<file path="src/rtl/vec_mem_pkg.sv">
// Shared types, default sizes and helpers for the vector load/store engine.
// Optional build macro VEC_STRIDE_EN is handled in the top module, not here.
package vec_mem_pkg;

  localparam int VMT_LANES      = 16;
  localparam int VMT_DATA_W     = 8;
  localparam int VMT_ADDR_W     = 12;
  localparam int VMT_BEAT_LANES = 4;

  typedef enum logic [2:0] {
    ST_IDLE,
    ST_STORE,
    ST_LOAD,
    ST_DRAIN,
    ST_RESP
  } vmt_state_t;

  // Number of RAM beats needed to move one full vector.
  function automatic int nb_beats(input int lanes, input int beat_lanes);
    return lanes / beat_lanes;
  endfunction

  // Bit offset of beat `beat` inside a packed lane vector.
  function automatic int beat_lsb(input int beat, input int beat_lanes, input int data_w);
    return beat * beat_lanes * data_w;
  endfunction

endpackage

</file>
<file path="src/rtl/vec_beat_addr_gen.sv">
// Beat counter and per-beat RAM address generator for vector_mem_transfer.
// Address of beat k is base + k*stride, wrapping modulo 2^ADDR_W.
module vec_beat_addr_gen
  import vec_mem_pkg::*;
#(
  parameter int ADDR_W  = VMT_ADDR_W,
  parameter int NB      = 4,
  parameter int BEAT_BW = 2
) (
  input  logic               clk,
  input  logic               reset,
  input  logic               start,
  input  logic               advance,
  input  logic [ADDR_W-1:0]  base_in,
  input  logic [ADDR_W-1:0]  stride_in,
  output logic [BEAT_BW-1:0] beat,
  output logic               last,
  output logic [ADDR_W-1:0]  addr
);

  logic [ADDR_W-1:0]  base_reg;
  logic [ADDR_W-1:0]  stride_reg;
  logic [ADDR_W-1:0]  addr_reg;
  logic [BEAT_BW-1:0] beat_reg;
  logic [BEAT_BW-1:0] beat_next;
  logic [ADDR_W-1:0]  addr_next;

  assign beat_next = beat_reg + BEAT_BW'(1);
  // Recomputed from base each beat rather than accumulated.
  assign addr_next = base_reg + ADDR_W'(beat_next) * stride_reg;

  always_ff @(posedge clk or posedge reset) begin
    if (reset) begin
      base_reg   <= '0;
      stride_reg <= '0;
      addr_reg   <= '0;
      beat_reg   <= '0;
    end else if (start) begin
      base_reg   <= base_in;
      stride_reg <= stride_in;
      addr_reg   <= base_in;
      beat_reg   <= '0;
    end else if (advance) begin
      beat_reg   <= beat_next;
      addr_reg   <= addr_next;
    end
  end

  assign beat = beat_reg;
  assign addr = addr_reg;
  assign last = (beat_reg == BEAT_BW'(NB - 1));

endmodule

</file>
<file path="src/rtl/vector_mem_transfer.sv">
// Vector load/store engine: moves one LANES-wide vector to/from RAM in NB beats.
// Define VEC_STRIDE_EN to add a req_stride port for strided beat addressing.
module vector_mem_transfer
  import vec_mem_pkg::*;
#(
  parameter int LANES      = VMT_LANES,
  parameter int DATA_W     = VMT_DATA_W,
  parameter int ADDR_W     = VMT_ADDR_W,
  parameter int BEAT_LANES = VMT_BEAT_LANES
) (
  input  logic                         clk,
  input  logic                         reset,
  input  logic                         req_valid,
  output logic                         req_ready,
  input  logic                         req_store,
  input  logic [ADDR_W-1:0]            req_base,
`ifdef VEC_STRIDE_EN
  input  logic [ADDR_W-1:0]            req_stride,
`endif
  input  logic [LANES*DATA_W-1:0]      req_data,
  output logic [ADDR_W-1:0]            mem_addr,
  output logic [BEAT_LANES*DATA_W-1:0] mem_wdata,
  output logic                         mem_we,
  output logic                         mem_re,
  input  logic [BEAT_LANES*DATA_W-1:0] mem_rdata,
  output logic                         rsp_valid,
  input  logic                         rsp_ready,
  output logic                         rsp_store,
  output logic [LANES*DATA_W-1:0]      rsp_data,
  output logic                         busy
);

  localparam int NB      = nb_beats(LANES, BEAT_LANES);
  localparam int BEAT_W  = BEAT_LANES * DATA_W;
  localparam int BEAT_BW = (NB > 1) ? $clog2(NB) : 1;

  vmt_state_t          state_reg;
  logic                store_reg;
  logic [LANES*DATA_W-1:0] data_reg;
  logic                pend_reg;
  logic [BEAT_BW-1:0]  pend_beat_reg;

  logic [BEAT_BW-1:0]  beat;
  logic [BEAT_BW-1:0]  beat_inc;
  logic                last_beat;
  logic                ag_start;
  logic                ag_advance;
  logic [ADDR_W-1:0]   stride_in;
  logic [BEAT_W-1:0]   store_beats [NB];

`ifdef VEC_STRIDE_EN
  assign stride_in = req_stride;
`else
  assign stride_in = ADDR_W'(BEAT_LANES);
`endif

  assign ag_start   = (state_reg == ST_IDLE) && req_valid;
  assign ag_advance = ((state_reg == ST_STORE) || (state_reg == ST_LOAD)) && !last_beat;
  assign beat_inc   = beat + BEAT_BW'(1);

  vec_beat_addr_gen #(
    .ADDR_W  (ADDR_W),
    .NB      (NB),
    .BEAT_BW (BEAT_BW)
  ) u_addr_gen (
    .clk       (clk),
    .reset     (reset),
    .start     (ag_start),
    .advance   (ag_advance),
    .base_in   (req_base),
    .stride_in (stride_in),
    .beat      (beat),
    .last      (last_beat),
    .addr      (mem_addr)
  );

  // Store beats are sliced from the latched vector; load beats are captured per slice.
  for (genvar gi = 0; gi < NB; gi++) begin : g_beat
    logic [BEAT_W-1:0] slice_reg;

    assign store_beats[gi] = data_reg[beat_lsb(gi, BEAT_LANES, DATA_W) +: BEAT_W];

    always_ff @(posedge clk or posedge reset) begin
      if (reset) begin
        slice_reg <= '0;
      end else if (pend_reg && (pend_beat_reg == BEAT_BW'(gi))) begin
        slice_reg <= mem_rdata;
      end
    end

    assign rsp_data[beat_lsb(gi, BEAT_LANES, DATA_W) +: BEAT_W] = slice_reg;
  end

  assign rsp_store = store_reg;

  always_ff @(posedge clk or posedge reset) begin
    if (reset) begin
      state_reg     <= ST_IDLE;
      req_ready     <= 1'b1;
      busy          <= 1'b0;
      mem_we        <= 1'b0;
      mem_re        <= 1'b0;
      mem_wdata     <= '0;
      rsp_valid     <= 1'b0;
      store_reg     <= 1'b0;
      data_reg      <= '0;
      pend_reg      <= 1'b0;
      pend_beat_reg <= '0;
    end else begin
      // A read issued this cycle returns data next cycle for that beat's slice.
      pend_reg      <= mem_re;
      pend_beat_reg <= beat;
      case (state_reg)
        ST_IDLE: begin
          if (req_valid) begin
            store_reg <= req_store;
            data_reg  <= req_data;
            req_ready <= 1'b0;
            busy      <= 1'b1;
            if (req_store) begin
              state_reg <= ST_STORE;
              mem_we    <= 1'b1;
              mem_wdata <= req_data[BEAT_W-1:0];
            end else begin
              state_reg <= ST_LOAD;
              mem_re    <= 1'b1;
            end
          end
        end
        ST_STORE: begin
          if (last_beat) begin
            mem_we    <= 1'b0;
            rsp_valid <= 1'b1;
            state_reg <= ST_RESP;
          end else begin
            mem_wdata <= store_beats[beat_inc];
          end
        end
        ST_LOAD: begin
          if (last_beat) begin
            mem_re    <= 1'b0;
            state_reg <= ST_DRAIN;
          end
        end
        ST_DRAIN: begin
          rsp_valid <= 1'b1;
          state_reg <= ST_RESP;
        end
        ST_RESP: begin
          if (rsp_ready) begin
            rsp_valid <= 1'b0;
            req_ready <= 1'b1;
            busy      <= 1'b0;
            state_reg <= ST_IDLE;
          end
        end
        default: begin
          state_reg <= ST_IDLE;
          req_ready <= 1'b1;
          busy      <= 1'b0;
          mem_we    <= 1'b0;
          mem_re    <= 1'b0;
          rsp_valid <= 1'b0;
        end
      endcase
    end
  end

endmodule
</file>
<file path="config.mk">
export PLATFORM = sky130hd
export DESIGN_NAME = vector_mem_transfer
export DESIGN_NICKNAME = d
export VERILOG_FILES = /design/src/rtl/vec_mem_pkg.sv /design/src/rtl/vec_beat_addr_gen.sv /design/src/rtl/vector_mem_transfer.sv
export SDC_FILE = /design/constraint.sdc
export NUM_CORES = 1
export LEC_CHECK = 0
export CAP_MARGIN = 40
export CORE_AREA = 2 2 217 219
export CTS_CLUSTER_SIZE = 20
export DETAILED_ROUTE_END_ITERATION = 8
export DIE_AREA = 0 0 219 221
export GPL_TIMING_DRIVEN = 0
export PLACE_DENSITY = 0.56
export SLEW_MARGIN = 5
export SYNTH_ARGS = -nofsm -noshare
export SYNTH_HDL_FRONTEND = slang
export SYNTH_SLANG_ARGS = --single-unit
</file>
<file path="constraint.sdc">
create_clock -name clk -period 12.85 [get_ports clk]
set_input_delay 2.57 -clock clk [delete_from_list [all_inputs] [get_ports clk]]
set_output_delay 2.57 -clock clk [all_outputs]
set_load 0.01 [all_outputs]
</file>
Word level (Yosys, flattened, before mapping)
Cells that the tools add are included.
{ "classes": {"addsub": 2, "eq_ne": 15, "reduce_logical": 23, "mux": 32, "multipliers": 1, "bitwise_logic": 5, "order_cmp": 1} }
{ "op_table": {"columns": ["operator", "n"], "rows": [
  ["$mux 32", 5],
  ["$bmux 32 s2", 1],
  ["$pmux 32 s2", 1],
  ["$mux 12", 2],
  ["$reduce_and 4->1", 4],
  ["$pmux 3 s5", 1],
  ["$ne 2x2->1 const B", 7],
  ["$add 12x12->12", 1],
  ["$mux 3", 4],
  ["$pmux 1 s3", 4],
  ["$mux 1", 10],
  ["$reduce_or 3->1", 3],
  ["$eq 2x2->1 const B", 3],
  ["$eq 3x2->1 const B", 2],
  ["$logic_and 1x1->1", 6],
  ["$mux 2", 3],
  ["$reduce_and 3->1", 2],
  ["$not 1->1", 4],
  ["$pmux 1 s4", 1],
  ["$reduce_bool 2->1", 2],
  ["$eq 3x1->1 const B", 1],
  ["$eq 3x3->1 const B", 1],
  ["$ge 3x3->1 const B", 1],
  ["$logic_not 3->1", 1],
  ["9 further kinds", 9]
]} }
{ "totals": {"word_cells": 98, "out_inout_bits": 178, "in_bits": 177, "register_bits": 327} }

Longest topological paths before layout
{ "depth": {"word_depth": 7, "depth_mapped": 10, "depth_no_buf": 8} }

Modules after synthesis
Synthesis repeated with hierarchy kept, for this count alone.
{ "unflattened": {"cells_unflattened": 980, "area_unflattened_um2": 14634.0} }
{ "by_module_without_submodules": {"columns": ["mod", "area_each_um2", "instances", "cells_per_inst"], "rows": [
  ["vector_mem_transfer", 12290.5, 1, 743],
  ["vec_beat_addr_gen", 2343.5, 1, 237]
]} }

Worst setup path before layout
No wires, ideal clock.
{ "synth_path": {"kind": "input port to flip-flop", "start": "input port req_valid", "end": "register u_addr_gen.base_reg[4]", "t_required_ns": 12.733, "slack_ns": 9.213, "stages": 6, "t_arrival_ns": 3.519, "path_buffers": 3, "setup_ns": 0.117, "cell_sequence": "or4b_4 -> buf_6 -> buf_6 -> buf_6 -> nand2_1 -> nand2_1"} }
{ "synth_between": {"elab_chain_cells": 1} }
{ "synth_rtl": {"columns": ["item", "line_no", "rtl"], "rows": [
  ["from (decl)", "vector_mem_transfer.sv:13", "input logic req_valid,"],
  ["$logic_and 1x1->1", "vector_mem_transfer.sv:57", "assign ag_start = (state_reg == ST_IDLE) && req_valid;"],
  ["to (signal assigned)", "vec_beat_addr_gen.sv:39", "base_reg <= base_in;"],
  ["to (decl)", "vec_beat_addr_gen.sv:21", "logic [ADDR_W-1:0] base_reg;"]
]} }
Every way passes these cells.
A chain may end at the register's enable or synchronous reset.

Worst setup path in the final report
{ "layout_path": {"start": "input port req_valid", "end": "register data_reg[21]"} }
{ "layout_between": {"elab_chain_cells": 1} }
{ "layout_rtl": {"columns": ["item", "line_no", "rtl"], "rows": [
  ["$reduce_and 2->1 (no line)", null, null],
  ["to (signal assigned)", "vector_mem_transfer.sv:117", "data_reg <= req_data;"],
  ["to (decl)", "vector_mem_transfer.sv:39", "logic [LANES*DATA_W-1:0] data_reg;"]
]} }
Every way passes these cells.

==> results_dict.tcl <==
set metrics [dict create \
    status "finished, final reports clean" \
    ys.flop_type "dfrtp_1" \
    power.clock.fraction_pct 20.0 \
    synth_nets 1368 \
    first_iter_violations 582 \
    design_area_um2 19300 \
    nFillCells 4494 \
    grt-ovfl-total 0 \
    drtAntennaViolNets 0 \
    crit_path_frequent_cell "nand2_1" \
    powerDensity_nw_per_um2 279 \
    clk-insertion-delay-late_ns 0.55 \
    synth_cells 1187 \
    cp_top_family "buffers and inverters" \
    setup_viol 0 \
    grt_pass1_wl_mm 65.0 \
    grt_pass1_vias 10791 \
    slew_violations 0 \
    cp_slowest_cell "clkdlybuf4s50_1" \
    cp_num_buf_inv 3 \
    antenna_found_initial 6 \
    place_ws_ns 7.81 \
    cp_slowest_stage_delay_ns 0.70 \
    arrival_ns 4.98 \
    required_ns 13.34 \
    vias 10228 \
    cp-end-kind "register" \
    final_common_cell "nand2_1" \
    initial_core_util_pct 29.8 \
    die_h_um 221 \
    syn_area_um2 13700 \
    criticalPathCategory "input pin to register" \
    synth.distinct_cells 46 \
    min_period_ns 4.49 \
    rsz0062_at_grt "no" \
    clockBufferDepth 3 \
    cts_made_buffers 38 \
    postCtsSetupBuffers 0 \
    hold_path_class "register to register" \
    coreArea_um2 46100 \
    dr.pass1.iters 4 \
    max_slew_margin_pct 45.3 \
    grt_max_degree 124 \
    portBuffers 354 \
    ys_seq_elements 327 \
    max_freq_ghz 0.223 \
    hold_ws_ns 0.466 \
    ys_warn_count 0 \
    gp_congestion 0.803 \
    ctsHoldBuffers 0 \
    pwr-share-seq_pct 34.0 \
    syn_area_per_cell_um2 11.6 \
    startpoint_type "input pin" \
    p_comb_share_pct 46.1 \
    viasPerCell 4.61 \
    place_hpwl_mm 30.8 \
    async_flop_share_pct 100 \
    nNetsFinal 1765 \
    cts_resized 0 \
    final_cell_mix "463 x nand2_1, 354 x clkdlybuf4s50_1, 326 x dfrtp_1, 133 x mux2_2, 44 x o21ai_0" \
    cts_sinks 327 \
    syn_to_final_growth_pct 40.8 \
    cts_tree "built" \
    rows 79 \
    post_dp_cell_area_um2 18100 \
    tightest_slew_ns 0.820 \
    p_leak_nw 8.80 \
    synth_edf_count 0 \
    fin_crit_sh_pct 34.9 \
    netSwitchingPower_w 0.00189 \
    fin_ws_ns 8.36 \
    drc 0 \
    tns_ns 0 \
    grt_use_total_pct 17.5 \
    drive_gt1_share_pct 17.1 \
    htreeDepth 2 \
    skew_ns 0.0234 \
    finalHoldViolCount 0 \
    seq_area_frac_synth_pct 59.7 \
    wl_per_cell_um 19.2 \
    cellInternalPower_w 0.00349 \
    swShare_pct 35.2 \
    die_width_um 219 \
    peakVddDrop_uv 126 \
    die-area_um2 48400 \
    wl_mm 42.5 \
    path_max_fanout 10 \
    fin_util_pct 41.9 \
    root_buffer "clkbuf_16" \
    maxCapViolations 0 \
    io_pins 355 \
    crit_chain "clkdlybuf4s50_1 -> nor4b_2 -> clkbuf_1 -> buf_2 -> nand2_1 -> nand2_1" \
    clk_pin_slew_ns 0.06 \
]
==> metal layers <==
metal / GRT usage [%] / share of wire (%)
met5: 0 / 0.19
met4: 5.23 / 2.4
met3: 4.67 / 7.1
met2: 28.7 / 47
met1: 22.7 / 43
==> worst reg2reg max path, stage by stage (launching register included) <==
cell and delay, ns:
dfrtp_1 0.44, ha_1 0.31, clkbuf_1 0.42, clkbuf_1 0.63
nand2_1 0.22, fa_1 0.56, nand3b_1 0.22, xor2_1 0.13
o21ai_0 0.08, mux2_2 0.27
==> cell usage after synthesis (7+ instances only) <==
library cell / number / area [µm²]
nor2_1: 11 / 41.3
clkbuf_1: 17 / 63.8
dfrtp_1: 326 / 8160
nand2_1: 463 / 1740
o21ai_0: 44 / 220
inv_1: 11 / 41.3
buf_6: 16 / 180
a21oi_1: 7 / 35.0
mux2i_1: 35 / 350
mux4_2: 32 / 721
buf_2: 30 / 150
mux2_2: 133 / 1500
==> cells by family after synthesis <==
family                   share of synthesized area (%)
adder cells (fa/ha/maj)                          0.420
multiplexers                                      18.7
flip-flops                                        59.7
AO/OA/AOI/OAI                                     3.08
buffers and inverters                             3.28
XOR/XNOR                                         0.511
AND/OR/NAND/NOR                                   14.3
==> per-stage QoR <==
step	cells	power (W)
floorplan	1187	0.00322
global placement	2148	0.00432
detailed placement	2151	0.00437
CTS	2216	0.00547
global route	2216	0.00575
finish	2217	0.00538
==> power groups by stage <==
stage | logic (W) | clock network, W | registers, W
finish | 0.00248 | 0.00107 | 0.00183
global route | 0.00271 | 0.00115 | 0.00189
CTS | 0.00253 | 0.00111 | 0.00183
detailed placement | 0.00252 | 0 | 0.00184
global placement | 0.00249 | 0 | 0.00183
floorplan | 0.00130 | 0 | 0.00192
==> final timing paths <==
path,start,to,slack (ns),cells past startpoint
worst max-delay path,req_valid,data_reg[21]$_DFFE_PP0P_,8.36,6
worst min-delay path,mem_re$_DFFE_PP0P_,pend_reg$_DFF_PP0_,0.47,0
worst max register to register,u_addr_gen.beat[1]$_DFFE_PP0P_,u_addr_gen.addr[6]$_DFFE_PP0P_,9.46,9
worst min register to register,mem_re$_DFFE_PP0P_,pend_reg$_DFF_PP0_,0.47,0
max in group asynchronous,reset,g_beat[1].slice_reg[5]$_DFFE_PP0P_,9.12,3
min in group asynchronous,reset,g_beat[1].slice_reg[21]$_DFFE_PP0P_,2.56,2
==> layout make-up <==
class	count	area [µm²]	area share, %
Antenna cell	1	2.50	0.0130
Buffer	67	409	2.12
Clock buffer	59	1140	5.91
Clock inverter	6	83.8	0.434
Inverter	11	48.8	0.253
Multi-Input combinational cell	782	5080	26.3
Sequential cell	327	8180	42.4
Tap cell	607	759	3.93
Timing Repair Buffer	357	3610	18.7
(Power assumes the default switching activity.)
